<file path="src/rtl/vote_round_ctrl.sv">
// Sequences one 4-voter ballot round: opens on start, collects first ballots per voter,
// closes on full vote or timeout, then reports the 3-of-4 majority with a done pulse.
module vote_round_ctrl #(
    parameter int TIMEOUT = 15,
    parameter int TW      = 4
) (
    input  logic       clk,
    input  logic       rst_n,
    input  logic       start,
    input  logic [3:0] cast,
    input  logic [3:0] ballot,
    output logic       busy,
    output logic [3:0] voted,
    output logic       done,
    output logic       pass,
    output logic [2:0] count,
    output logic       timed_out
);

    typedef enum logic [1:0] {
        S_IDLE    = 2'd0,
        S_COLLECT = 2'd1,
        S_DECIDE  = 2'd2
    } state_t;

    localparam logic [TW-1:0] LP_LAST = TW'(TIMEOUT - 1);

    state_t          r_state;
    state_t          w_next;
    logic [TW-1:0]   r_timer;
    logic [3:0]      r_voted;
    logic [3:0]      r_yes;
    logic            r_to_pend;
    logic            r_done;
    logic            r_pass;
    logic [2:0]      r_count;
    logic            r_timed_out;

    logic [3:0]      w_accept;
    logic [3:0]      w_voted_new;
    logic            w_all;
    logic            w_tmo;
    logic [2:0]      w_yes_cnt;

    // Only voters not yet recorded can be accepted, so the first ballot wins.
    assign w_accept    = cast & ~r_voted;
    assign w_voted_new = r_voted | w_accept;
    assign w_all       = &w_voted_new;
    assign w_tmo       = (r_timer == LP_LAST);
    assign w_yes_cnt   = {2'b00, r_yes[0]} + {2'b00, r_yes[1]}
                       + {2'b00, r_yes[2]} + {2'b00, r_yes[3]};

    // NOTE: sequential state uses non-blocking (<=) so every register samples pre-edge values.
    always_ff @(posedge clk or negedge rst_n) begin
        if (!rst_n) begin
            r_state <= S_IDLE;
        end else begin
            r_state <= w_next;
        end
    end

    // NOTE: w_next gets a default first so no path through the case infers a latch.
    always_comb begin
        w_next = r_state;
        case (r_state)
            S_IDLE:    if (start) w_next = S_COLLECT;
            S_COLLECT: if (w_all || w_tmo) w_next = S_DECIDE;
            S_DECIDE:  w_next = S_IDLE;
            default:   w_next = S_IDLE;
        endcase
    end

    always_ff @(posedge clk or negedge rst_n) begin
        if (!rst_n) begin
            r_timer     <= '0;
            r_voted     <= '0;
            r_yes       <= '0;
            r_to_pend   <= 1'b0;
            r_done      <= 1'b0;
            r_pass      <= 1'b0;
            r_count     <= '0;
            r_timed_out <= 1'b0;
        end else begin
            r_done <= (r_state == S_DECIDE);
            case (r_state)
                S_IDLE: begin
                    if (start) begin
                        r_voted <= '0;
                        r_yes   <= '0;
                        r_timer <= '0;
                    end
                end
                S_COLLECT: begin
                    r_voted <= w_voted_new;
                    r_yes   <= r_yes | (w_accept & ballot);
                    r_timer <= r_timer + TW'(1);
                    // A full vote on the timeout edge still counts as a normal close.
                    if (w_all || w_tmo) r_to_pend <= ~w_all;
                end
                S_DECIDE: begin
                    r_count     <= w_yes_cnt;
                    r_pass      <= (w_yes_cnt >= 3'd3);
                    r_timed_out <= r_to_pend;
                end
                default: ;
            endcase
        end
    end

    assign busy      = (r_state != S_IDLE);
    assign voted     = r_voted;
    assign done      = r_done;
    assign pass      = r_pass;
    assign count     = r_count;
    assign timed_out = r_timed_out;

endmodule

</file>
<file path="config.mk">
export PLATFORM = sky130hd
export DESIGN_NAME = vote_round_ctrl
export DESIGN_NICKNAME = d
export VERILOG_FILES = /design/src/rtl/vote_round_ctrl.sv
export SDC_FILE = /design/constraint.sdc
export NUM_CORES = 1
export LEC_CHECK = 0
export CORE_UTILIZATION = 45
export CTS_BUF_LIST = sky130_fd_sc_hd__clkbuf_8 sky130_fd_sc_hd__clkbuf_16
export DETAILED_ROUTE_END_ITERATION = 6
export GPL_ROUTABILITY_DRIVEN = 1
export HOLD_SLACK_MARGIN = 0.15
export PLACE_DENSITY = 0.73
export SLEW_MARGIN = 15
export SYNTH_ARGS = -nofsm -noshare
export SYNTH_HDL_FRONTEND = slang
export SYNTH_SLANG_ARGS = --single-unit
</file>
<file path="constraint.sdc">
create_clock -name clk -period 2.2 [get_ports clk]
set_clock_uncertainty 0.2 [all_clocks]
set_input_delay 0.55 -clock clk [delete_from_list [all_inputs] [get_ports clk]]
set_output_delay 0.55 -clock clk [all_outputs]
set_load 0.05 [all_outputs]
</file>
* After elaboration in Yosys (flattened, before gate mapping)
Cells that the tools add are included.
Word-level totals: flip-flop bits (word level) 21, input port bits 11
Cells by class: add/sub/neg operators 4, magnitude comparators 1, equality and inequality tests 5, muxes and demuxes 7, bitwise operators 6, reduce and logical (&&, ||, !) cells 8
Operators with widths (count):
- 4-bit case mux with 2 select lines | 3
- 4-bit bitwise AND | 2
- 4-bit OR | 2
- 2-bit AND reduction | 3
- 4-bit by 1-bit adder with 4-bit output (second input constant) | 1
- 4-bit equality test (second input constant) | 1
- 2-bit 2-to-1 mux | 2
- 4-bit 2-to-1 mux | 1
- 2-bit != test (second input constant) | 2
- 4-bit inverter | 1
- 2-bit case mux with 2 select lines | 1
- 4-bit AND reduction | 1
- 2-bit nonzero test | 2
- 2-bit by 1-bit adder with 3-bit output | 1
- 3-bit by 1-bit adder with 3-bit output | 1
- 3-bit by 2-bit >= comparator with 1-bit output (second input constant) | 1
- 1-bit by 1-bit adder with 2-bit output | 1
- 2-bit by 1-bit equality test with 1-bit output (second input constant) | 1
- 2-bit equality test (second input constant) | 1
- 2-bit zero test | 1
- 1-bit logical OR | 1
- 1-bit inverter | 1

* Depth between registers and ports, before layout
word-level depth 7, mapped depth 7, mapped depth without buffers 7

* Worst setup path before layout
OpenSTA, ideal clock, no wires.
path type reg-to-reg, start register r_yes[0], end register r_count[1] (netlist: count[1]), setup time 0.125 ns, arrival 1.637 ns, required time 1.875 ns, setup slack 0.238 ns, cell stages (with the launch flop) 7, clock period less this slack 1.962 ns, cells stage by stage dfrtp_1 inv_1 fa_1 inv_1 ha_1 ha_1 mux2_4
Between the ends: longest elaborated chain between the ends 3
Ends and longest elaborated chain:
- start: declaration | line 32 | logic [3:0] r_yes;
- start signal: assignment | line 95 | r_yes <= r_yes | (w_accept & ballot);
- 1-bit by 1-bit adder with 2-bit output | line 50 | assign w_yes_cnt = {2'b00, r_yes[0]} + {2'b00, r_yes[1]}
- 2-bit by 1-bit adder with 3-bit output | line 51 | + {2'b00, r_yes[2]} + {2'b00, r_yes[3]};
- 3-bit by 1-bit adder with 3-bit output | line 51
- via w_yes_cnt[1] | line 43 | logic [2:0] w_yes_cnt;
- end signal: assignment | line 101 | r_count <= w_yes_cnt;
- end: declaration | line 36 | logic [2:0] r_count;
The timed path passes the listed nets, and every way through them passes these cells. A chain may end at the register's enable or synchronous reset.

* Worst setup path in the final report
Ends and elaborated chain as after synthesis.

==> impl_metrics.yaml <==
run_status:
  status: "complete, no violations"
global_routing:
  grt_max_degree: 22
  grt_pass1_wl_mm: 2.911
  grt-ovfl-total: 0
  grt_use_total: 0.1634
  grt_pass1_vias: 678
  antenna_found_initial: 0
cts:
  post_cts_resized: 0
  clock_sinks: 21
  cts_setup_buffers: 0
  cts_root_buf: "clkbuf_8"
  htreeDepth: 1
  clkTransAtPathRegs_ns: 0.07
  insertion_delay_ns: 0.25
  tritoncts: "built"
  postCtsHoldBufs: 0
  clockBufferDepth: 2
  numCtsBuffers: 3
hold_path:
  worstHoldStart: "pass"
  worstHoldPathCells: 2
  hold_path.class: "flip-flop to flip-flop"
  worstHoldEndpoint: "pass"
sta:
  finalCriticalPeriod_ns: 2.041
  slew_viol_final: 0
  setup_viol: 0
  relSlewSlack: 0.6661
  setup-tns-final_ns: 0
  period_share: 0.9276
  hold_viol: 0
  max_freq_mhz: 490.0
  rsz0062_at_grt: "no"
  worst_pin_slew_ns: 0.4998
floorplan:
  floorplan.die_area_sq_mm: 0.002350
  initial_core_util: 0.4856
  die_h_um: 48.48
  core_sq_mm: 0.002002
  io_pins: 22
  fp-row-count: 16
  die_w_um: 48.48
logic_synthesis:
  synth_mux_area_frac: 0.06178
  ys_types: 25
  yosys.area.top_type_share: 0.5405
  synth_area_sq_um: 972.2
  synth-compound-area-share: 0.1120
  synth_xor_area_frac: 0.01802
  yosysMostFrequentCell: "dfrtp_1"
  async_flop_share: 1.000
  synthAdderAreaFrac: 0.07207
  syn_inst: 87
  synth_flop_cell: "dfrtp_1"
  synth_seq_cells: 21
  yosys_warnings: 0
  synth-edff-count: 0
  synth_area_per_cell_sq_um: 11.17
  synth.net_count: 103
  seq_area_frac_synth: 0.5405
  yosysTopAreaCell: "dfrtp_1"
  synthTopCellsByCount: "dfrtp_1 (21), inv_1 (10), a21oi_1 (7), nor2_1 (7), o21ai_0 (6)"
  synth_top_family_by_area: "simple AND/OR/NAND/NOR gates"
  synth.area.top_cells: "dfrtp_1 (54%), mux2_4 (6.2%), ha_1 (5.1%), inv_1 (3.9%), a21oi_1 (3.6%)"
  synth-simple-area-share: 0.1351
finish:
  fin_nets: 127
  drive_gt1_frac: 0.1818
  diodes: 0
  syn_to_final_growth_pct: 25.48
worst_setup_path:
  startpoint_type: "flip-flop"
  rrSetupSlack_ns: 0.16
  path_class: "flip-flop to flip-flop"
  timing.rr.end: "count[1]"
  r2r-start: "r_yes[0]"
  critical_path_required_ns: 2.14
  cpPeakStageDelay_ns: 0.53
  critPathMaxFanout: 2
  critical-path-slowest-cell: "fa_1"
  r2r_cells: 6
  arrival_ns: 1.98
  worstSetupEndpointType: "flip-flop"
  cp_cell_sequence: "inv_1, fa_1, inv_1, ha_1, ha_1, mux2_4"
flow_run:
  drv_cap: 0
placement:
  gp_congestion: 0.7857
  numPortBuffers: 21
  place_hpwl_mm: 1.400
route:
  drc_errors: 0
  viasPerCell: 5.204
  dr.pass1.iters: 4
  drtIter0Drc: 16
  vias: 713
  routed_wl_mm: 1.852
  wl_per_cell_um: 13.52
  postRouteAntennaNets: 0
power:
  power.leakage_nw: 0.6057
  total_power_mw: 1.872
  p_per_area_mw_per_mm2: 1535
  max-vdd-ir-drop_mv: 0.9354
## final cells by class
type / count / area (sq um)
Fill cell: 175 / 782.0
Sequential cell: 21 / 525.5
Multi-Input combinational cell: 53 / 387.9
Timing Repair Buffer: 22 / 190.2
Clock buffer: 3 / 41.29
Inverter: 10 / 37.54
Tap cell: 27 / 33.78
Clock inverter: 1 / 3.754
## state kept, by name (all words and copies together), names as in the netlist
name and flops:
timed_out 1, r_timer 4, pass 1, r_yes 4
r_state 2, count 3, done 1, voted 4
r_to_pend 1
## worst max-delay path: cells and delay by family (launching register included)
kind,cells,cell delay (ns)
fa+ha+maj,3,1.00
buf+inv,2,0.11
flops,1,0.35
mux,1,0.27
## power breakdown
part / internal [mW] / switching (mW)
Clock: 0.124 / 0.116
Sequential: 0.544 / 0.129
Combinational: 0.342 / 0.618
## per-layer routing
metal	vias to the layer above	GRT usage	wire length, um
li1	347	-	-
met1	341	0.2000	812
met2	23	0.2934	950
met3	2	0.02201	86
met4	0	0.05882	2
met5	-	0	0
## how the worst max path moves through the flow
stage	depth (start not counted)	startpoint	end
floorplan	6	r_yes[0]	count[1]
global placement	6	r_yes[0]	count[1]
detailed placement	6	r_yes[0]	count[1]
CTS	6	r_yes[0]	count[1]
global route	7	r_yes[0]	pass
finish	6	r_yes[0]	count[1]
## placed cells by master (no fill, tap or decap)
| cell | count |
|---|---|
| nor2_1 | 7 |
| fa_1 | 1 |
| o21ai_0 | 6 |
| a21oi_1 | 7 |
| dfrtp_1 | 21 |
| xor2_1 | 2 |
| inv_1 | 11 |
| clkdlybuf4s50_1 | 10 |
| o32a_1 | 1 |
| nor2_4 | 1 |
| mux2_4 | 4 |
| nand4b_1 | 2 |
| nand2_1 | 1 |
| or2_1 | 1 |
| clkbuf_8 | 3 |
| nand3_1 | 5 |
| nand2b_1 | 2 |
| or3b_1 | 1 |
| nand3b_1 | 1 |
| a41oi_1 | 1 |
| ha_1 | 4 |
| nor2b_1 | 1 |
| o22ai_1 | 3 |
| buf_4 | 12 |
| a31oi_1 | 1 |
| and2_1 | 1 |
## metrics by stage
step	cells	hold slack [ns]	cell area, sq um	worst slack (ns)	util
floorplan	87	0.05441	972.2	0.2376	-
global placement	133	0.2666	1175	0.2282	0.5869
detailed placement	133	0.2721	1175	0.1616	0.5869
CTS	137	0.2890	1220	0.1518	0.6094
global route	137	0.3348	1220	0.08508	0.6094
finish	137	0.2819	1220	0.1593	0.6094
## kinds of logic (layout without fill, tap and decap cells)
family,after synthesis,in the layout
and+or+nand+nor,23,23
AOI/OAI and AO/OA,19,19
xor gates and xnor gates,2,2
buffers and inverters,13,36
DFF,21,21
muxes,4,4
adders and majority gates,5,5
No activity file was read; power rests on OpenSTA's default activity.
